--- src/rtl/prog_loader_if.sv ---
// prog_loader_if: host link, imem write port, core control and dmem read bundle for prog_loader
interface prog_loader_if;
  logic rx_valid, rx_ready, tx_valid, tx_ready;
  logic [7:0] rx_data, tx_data;
  logic imem_we;
  logic [7:0] imem_addr;
  logic [9:0] imem_wdata;
  logic core_start, core_halt;
  logic [7:0] dmem_addr, dmem_rdata;
  logic busy, timeout;
  logic [15:0] cycle_count;
  modport master(
    input rx_valid, rx_data, core_halt, dmem_rdata, tx_ready,
    output rx_ready, imem_we, imem_addr, imem_wdata, core_start, dmem_addr,
    tx_valid, tx_data, busy, timeout, cycle_count
  );
  modport slave(
    output rx_valid, rx_data, core_halt, dmem_rdata, tx_ready,
    input rx_ready, imem_we, imem_addr, imem_wdata, core_start, dmem_addr,
    tx_valid, tx_data, busy, timeout, cycle_count
  );
endinterface

--- src/rtl/prog_loader.sv ---
// prog_loader: loads a byte-streamed program into imem, runs the core, dumps dmem and cycle count
module prog_loader #(
  parameter int START_LEN = 2,
  parameter int DUMP_LEN = 16,
  parameter logic [15:0] TIMEOUT = 16'hFFFF
) (
  input logic CLK,
  input logic RST_N,
  prog_loader_if.master bus
);
  typedef enum logic [2:0] {IDLE, HI, LO, START, RUN, DUMP, TRAILER} state_t;
  localparam logic [7:0] DUMP_LAST = 8'(DUMP_LEN - 1);
  localparam logic [3:0] START_LAST = 4'(START_LEN - 1);
  state_t state;
  logic [7:0] lastIdx, wordIdx;
  logic [1:0] hiBits;
  logic [3:0] startCnt;
  logic trailerLo;
  logic rxFire;
  logic [15:0] countNext;
  assign rxFire = bus.rx_valid && bus.rx_ready;
  assign countNext = bus.cycle_count + 16'd1;
  always_ff @(posedge CLK or negedge RST_N) begin
    if (!RST_N) begin
      state <= IDLE;
      lastIdx <= '0;
      wordIdx <= '0;
      hiBits <= '0;
      startCnt <= '0;
      trailerLo <= 1'b0;
      bus.rx_ready <= 1'b1;
      bus.imem_we <= 1'b0;
      bus.imem_addr <= '0;
      bus.imem_wdata <= '0;
      bus.core_start <= 1'b0;
      bus.dmem_addr <= '0;
      bus.tx_valid <= 1'b0;
      bus.tx_data <= '0;
      bus.busy <= 1'b0;
      bus.timeout <= 1'b0;
      bus.cycle_count <= '0;
    end else begin
      bus.imem_we <= 1'b0;
      case (state)
        IDLE: if (rxFire) begin
          // length 0 means 256 words, which the 8-bit wrap of L-1 gives for free
          lastIdx <= bus.rx_data - 8'd1;
          wordIdx <= '0;
          bus.timeout <= 1'b0;
          bus.cycle_count <= '0;
          bus.busy <= 1'b1;
          state <= HI;
        end
        HI: if (rxFire) begin
          hiBits <= bus.rx_data[1:0];
          state <= LO;
        end
        LO: if (rxFire) begin
          bus.imem_we <= 1'b1;
          bus.imem_addr <= wordIdx;
          bus.imem_wdata <= {hiBits, bus.rx_data};
          wordIdx <= wordIdx + 8'd1;
          if (wordIdx == lastIdx) begin
            state <= START;
            bus.rx_ready <= 1'b0;
            bus.core_start <= 1'b1;
            startCnt <= START_LAST;
          end else state <= HI;
        end
        START: if (startCnt == '0) begin
          bus.core_start <= 1'b0;
          state <= RUN;
        end else startCnt <= startCnt - 4'd1;
        RUN: if (bus.core_halt) begin
          state <= DUMP;
          bus.dmem_addr <= '0;
        end else begin
          bus.cycle_count <= countNext;
          if (countNext == TIMEOUT) begin
            bus.timeout <= 1'b1;
            state <= DUMP;
            bus.dmem_addr <= '0;
          end
        end
        DUMP: if (!bus.tx_valid) begin
          bus.tx_data <= bus.dmem_rdata;
          bus.tx_valid <= 1'b1;
        end else if (bus.tx_ready) begin
          if (bus.dmem_addr == DUMP_LAST) begin
            state <= TRAILER;
            bus.tx_data <= bus.cycle_count[15:8];
            trailerLo <= 1'b0;
          end else begin
            bus.tx_valid <= 1'b0;
            bus.dmem_addr <= bus.dmem_addr + 8'd1;
          end
        end
        TRAILER: if (bus.tx_ready) begin
          if (trailerLo) begin
            bus.tx_valid <= 1'b0;
            bus.busy <= 1'b0;
            bus.rx_ready <= 1'b1;
            state <= IDLE;
          end else begin
            bus.tx_data <= bus.cycle_count[7:0];
            trailerLo <= 1'b1;
          end
        end
        default: state <= IDLE;
      endcase
    end
  end
endmodule

--- src/flat_wrapper.sv ---
// flat-port wrapper written by rule: the top's interface ports become plain ports
module prog_loader_flat 
#(
  parameter int START_LEN = 2,
  parameter int DUMP_LEN = 16,
  parameter logic [15:0] TIMEOUT = 16'hFFFF
)
  (CLK, RST_N, bus_rx_valid, bus_rx_data, bus_core_halt, bus_dmem_rdata, bus_tx_ready, bus_rx_ready, bus_imem_we, bus_imem_addr, bus_imem_wdata, bus_core_start, bus_dmem_addr, bus_tx_valid, bus_tx_data, bus_busy, bus_timeout, bus_cycle_count);
  prog_loader_if bus_i ();
  input logic CLK;
  input logic RST_N;
  input wire logic [$bits(bus_i.rx_valid)-1:0] bus_rx_valid;
  input wire logic [$bits(bus_i.rx_data)-1:0] bus_rx_data;
  input wire logic [$bits(bus_i.core_halt)-1:0] bus_core_halt;
  input wire logic [$bits(bus_i.dmem_rdata)-1:0] bus_dmem_rdata;
  input wire logic [$bits(bus_i.tx_ready)-1:0] bus_tx_ready;
  output wire logic [$bits(bus_i.rx_ready)-1:0] bus_rx_ready;
  output wire logic [$bits(bus_i.imem_we)-1:0] bus_imem_we;
  output wire logic [$bits(bus_i.imem_addr)-1:0] bus_imem_addr;
  output wire logic [$bits(bus_i.imem_wdata)-1:0] bus_imem_wdata;
  output wire logic [$bits(bus_i.core_start)-1:0] bus_core_start;
  output wire logic [$bits(bus_i.dmem_addr)-1:0] bus_dmem_addr;
  output wire logic [$bits(bus_i.tx_valid)-1:0] bus_tx_valid;
  output wire logic [$bits(bus_i.tx_data)-1:0] bus_tx_data;
  output wire logic [$bits(bus_i.busy)-1:0] bus_busy;
  output wire logic [$bits(bus_i.timeout)-1:0] bus_timeout;
  output wire logic [$bits(bus_i.cycle_count)-1:0] bus_cycle_count;
  assign bus_i.rx_valid = bus_rx_valid;
  assign bus_i.rx_data = bus_rx_data;
  assign bus_i.core_halt = bus_core_halt;
  assign bus_i.dmem_rdata = bus_dmem_rdata;
  assign bus_i.tx_ready = bus_tx_ready;
  assign bus_rx_ready = bus_i.rx_ready;
  assign bus_imem_we = bus_i.imem_we;
  assign bus_imem_addr = bus_i.imem_addr;
  assign bus_imem_wdata = bus_i.imem_wdata;
  assign bus_core_start = bus_i.core_start;
  assign bus_dmem_addr = bus_i.dmem_addr;
  assign bus_tx_valid = bus_i.tx_valid;
  assign bus_tx_data = bus_i.tx_data;
  assign bus_busy = bus_i.busy;
  assign bus_timeout = bus_i.timeout;
  assign bus_cycle_count = bus_i.cycle_count;
  prog_loader #(.START_LEN(START_LEN), .DUMP_LEN(DUMP_LEN), .TIMEOUT(TIMEOUT)) u_core (.CLK(CLK), .RST_N(RST_N), .bus(bus_i));
endmodule
--- config.mk ---
export PLATFORM = sky130hd
export DESIGN_NAME = prog_loader_flat
export DESIGN_NICKNAME = d
export VERILOG_FILES = /design/src/rtl/prog_loader_if.sv /design/src/rtl/prog_loader.sv /design/src/flat_wrapper.sv
export SDC_FILE = /design/constraint.sdc
export NUM_CORES = 1
export LEC_CHECK = 0
export ABC_AREA = 1
export BUFFER_PORTS_ARGS = -buffer_cell sky130_fd_sc_hd__buf_4
export CORE_MARGIN = 2
export CORE_UTILIZATION = 25
export DETAILED_ROUTE_END_ITERATION = 8
export PLACE_DENSITY = 0.53
export SLEW_MARGIN = 30
export SYNTH_ARGS = -nofsm -noshare
export SYNTH_HDL_FRONTEND = slang
export SYNTH_SLANG_ARGS = --single-unit
export TNS_END_PERCENT = 100
--- constraint.sdc ---
create_clock -name CLK -period 5.47 [get_ports CLK]
set_input_delay 0.547 -clock CLK [delete_from_list [all_inputs] [get_ports CLK]]
set_output_delay 0.547 -clock CLK [all_outputs]
set_load 0.05 [all_outputs]
==> metrics.cfg <==
[global_routing]
grt_max_degree=44
grt-ovfl-total=0
grt_usage_pct=13.6
grt_pass1_vias=3906
grt_pass1_wl_um=20000
antenna_found_initial=0

[timing]
final-hold-violation-count=0
slew_headroom_pct=51.3
fin_skew_ns=0.00732
fmax_ghz=0.440
finalSetupViolations=0
tns_ns=0
rsz0062_at_grt=no
final.period_utilization_pct=41.6
worst_pin_slew_ns=0.731
fin_crit_ns=2.27
slew_violations=0

[drt]
wl_per_cell_um=13.5
vias=3971
antenna_left=0
drt-initial-drc-count=267
drt_first_pass_iters=4
viasPerCell=4.49
wl_um=12000
route.detailed.drc=0

[critical_path]
r2r_cells=11
path_class=flip-flop to flip-flop
endpoint_kind=flip-flop
timing.rr.start=u_core.state[2]
required_ns=5.74
arrival_ns=2.54
rr_endpoint=u_core.wordIdx[6]
reg2reg_slack_ns=3.20
crit_path_start_kind=flip-flop
worstPathMaxFanout=34

[floorplan]
core_um2=17400
num_io_pins=77
die-area_um2=18900
num_rows=48
die_w_um=137
fp.dieH_um=137
initial_core_util_pct=25.7

[synthesis]
synth_cells=578
synth_top_family_by_area=simple AND/OR/NAND/NOR gates
synthXorXnorAreaFrac_pct=2.75
syn_area_per_cell_um2=7.71
yosys.area_share.adder_pct=1.97
yosys.area_share.simple_pct=29.3
synth_compound_area_share_pct=13.1
syn-num-nets=606
synth.yosys.seq_area_share_pct=46.1
synth_area_leader_cell=dfrtp_1
ys_warn_count=0
ys_ff_latch=82
post_synth_mux_area_share_pct=0
syn_area_um2=4450
synth_top_area_share_pct=45.5
synthTopCellsByArea=dfrtp_1 46%, nand2_1 14%, o21ai_0 4.6%
yosys.cell_types.count=37

[power_and_ir_drop]
p_per_area_nw_per_um2=238
power_mw=1.32
irDropWorstVdd_mv=0.163
leakage_nw=2.81

[place]
dp.cells=868
globalplace.congestion=0.850
dpl.hpwl_um=8790
portBuffers=76

[layout]
drive_above_1_share_pct=19.7
nets=682
antenna_cells=0
stdcell_count=884
synthToLayoutAreaGrowth_pct=24.3
layout_common_cells=169 x nand2_1, 81 x dfrtp_1, 77 x buf_4, 53 x nor2_1, 52 x inv_1
final_common_cell=nand2_1

[clock_network]
clockRootBuffer=clkbuf_16
hold_buffers=0
ctsResizeCount=0
cts_inserted_buffers=9
cts_tree=built
cts.clk_slew.worst_paths_ns=0.07
clk_path_buf_depth=2
insertion_delay_ns=0.35
h-tree-depth=3
clkSinkCount=82
cts_setup_buffers=0

[outcome]
status=finished clean

[hold_path]
hp-class=input port to asynchronous set/reset pin

[job]
drv_cap=0

## metal layers
metal  wire, um  share of wire [%]  global-route usage (%)
met1       5780                 48                    18.6
met2       5210                 44                    20.6
met3        797                6.7                    4.08
met4        167                1.4                    4.41
met5          0                  0                       0
## power breakdown
group | leakage [nW] | internal, mW | switching [mW]
Clock | 0.135 | 0.324 | 0.264
Combinational | 1.62 | 0.0343 | 0.0725
Sequential | 1.05 | 0.612 | 0.0100
Total | 2.81 | 0.971 | 0.347
## logic make-up after synthesis
group	Yosys count
adder cells (fa/ha/maj)	7
buffers and inverters	75
AND/OR/NAND/NOR	302
AO/OA/AOI/OAI	98
flip-flops	82
XOR/XNOR	14
## flip-flops by register name, indices dropped and copies added (netlist names), 2 cells and up
register,flops
u_core.bus.cycle_count,16
u_core.lastIdx,8
u_core.bus.dmem_addr,8
u_core.hiBits,2
u_core.bus.tx_data,8
u_core.wordIdx,8
u_core.bus.imem_wdata,10
u_core.state,3
u_core.bus.imem_addr,8
u_core.startCnt,4
## worst max-delay path, stage by stage, from the launching register on
cell	delay, ns
dfrtp_1	0.46
inv_2	0.18
nand3_1	0.16
inv_2	0.09
nand2_2	0.34
nand2_2	0.25
nand2_1	0.07
nor2_1	0.16
nand3_1	0.11
nor2_1	0.13
o21ai_0	0.09
a21oi_1	0.15
## stage by stage
stage	util, %	worst slack (ns)	instance area (um^2)	hold WS (ns)
floorplan	-	3.32	4450	0.251
global route	31.9	2.83	5540	0.225
finish	31.9	3.20	5540	0.181
detailed placement	30.2	3.08	5250	0.467
global placement	30.2	3.20	5250	0.466
CTS	31.9	3.15	5540	0.194
## area by class of cell
cell class	count	area, um^2
Clock buffer	10	239
Clock inverter	6	50.0
Fill cell	1874	11800
Inverter	63	236
Multi-Input combinational cell	421	2100
Sequential cell	82	2050
Tap cell	225	282
Timing Repair Buffer	77	578
## worst max-delay path by stage
stage                                   start  slack [ns]                 endpoint
CTS                           u_core.state[0]        3.15        u_core.wordIdx[6]
global placement                 bus_rx_valid        3.20        u_core.wordIdx[6]
detailed placement               bus_rx_valid        3.08        u_core.wordIdx[6]
global route              u_core.bus.rx_ready        2.83        u_core.wordIdx[6]
finish                        u_core.state[2]        3.20        u_core.wordIdx[6]
floorplan           u_core.bus.cycle_count[1]        3.32  u_core.bus.dmem_addr[6]
## synth_stat cells
library cell and n:
nand2_1 169, dfrtp_1 81, nor2_1 53, inv_1 52, o21ai_0 41, nand3_1 37, a21oi_1 20, inv_2 11
nor3_1 11, xor2_1 11, o22ai_1 9, nor2_2 8, o211ai_1 8, o21a_1 8, clkbuf_1 7, ha_1 7
nand4_1 7, nand2_2 5, or2_2 5, o21ai_1 4, nor4_1 3, xnor2_1 3, a21oi_2 2, buf_2 2
buf_6 2, a211oi_1 1, a21boi_0 1, a311oi_4 1, a31oi_1 1, buf_4 1, dfstp_2 1, nor2_4 1
nor2_8 1, nor3_4 1, nor3b_1 1, o21ai_2 1, o22a_1 1
Note: power is estimated with default switching activity, not from simulation.
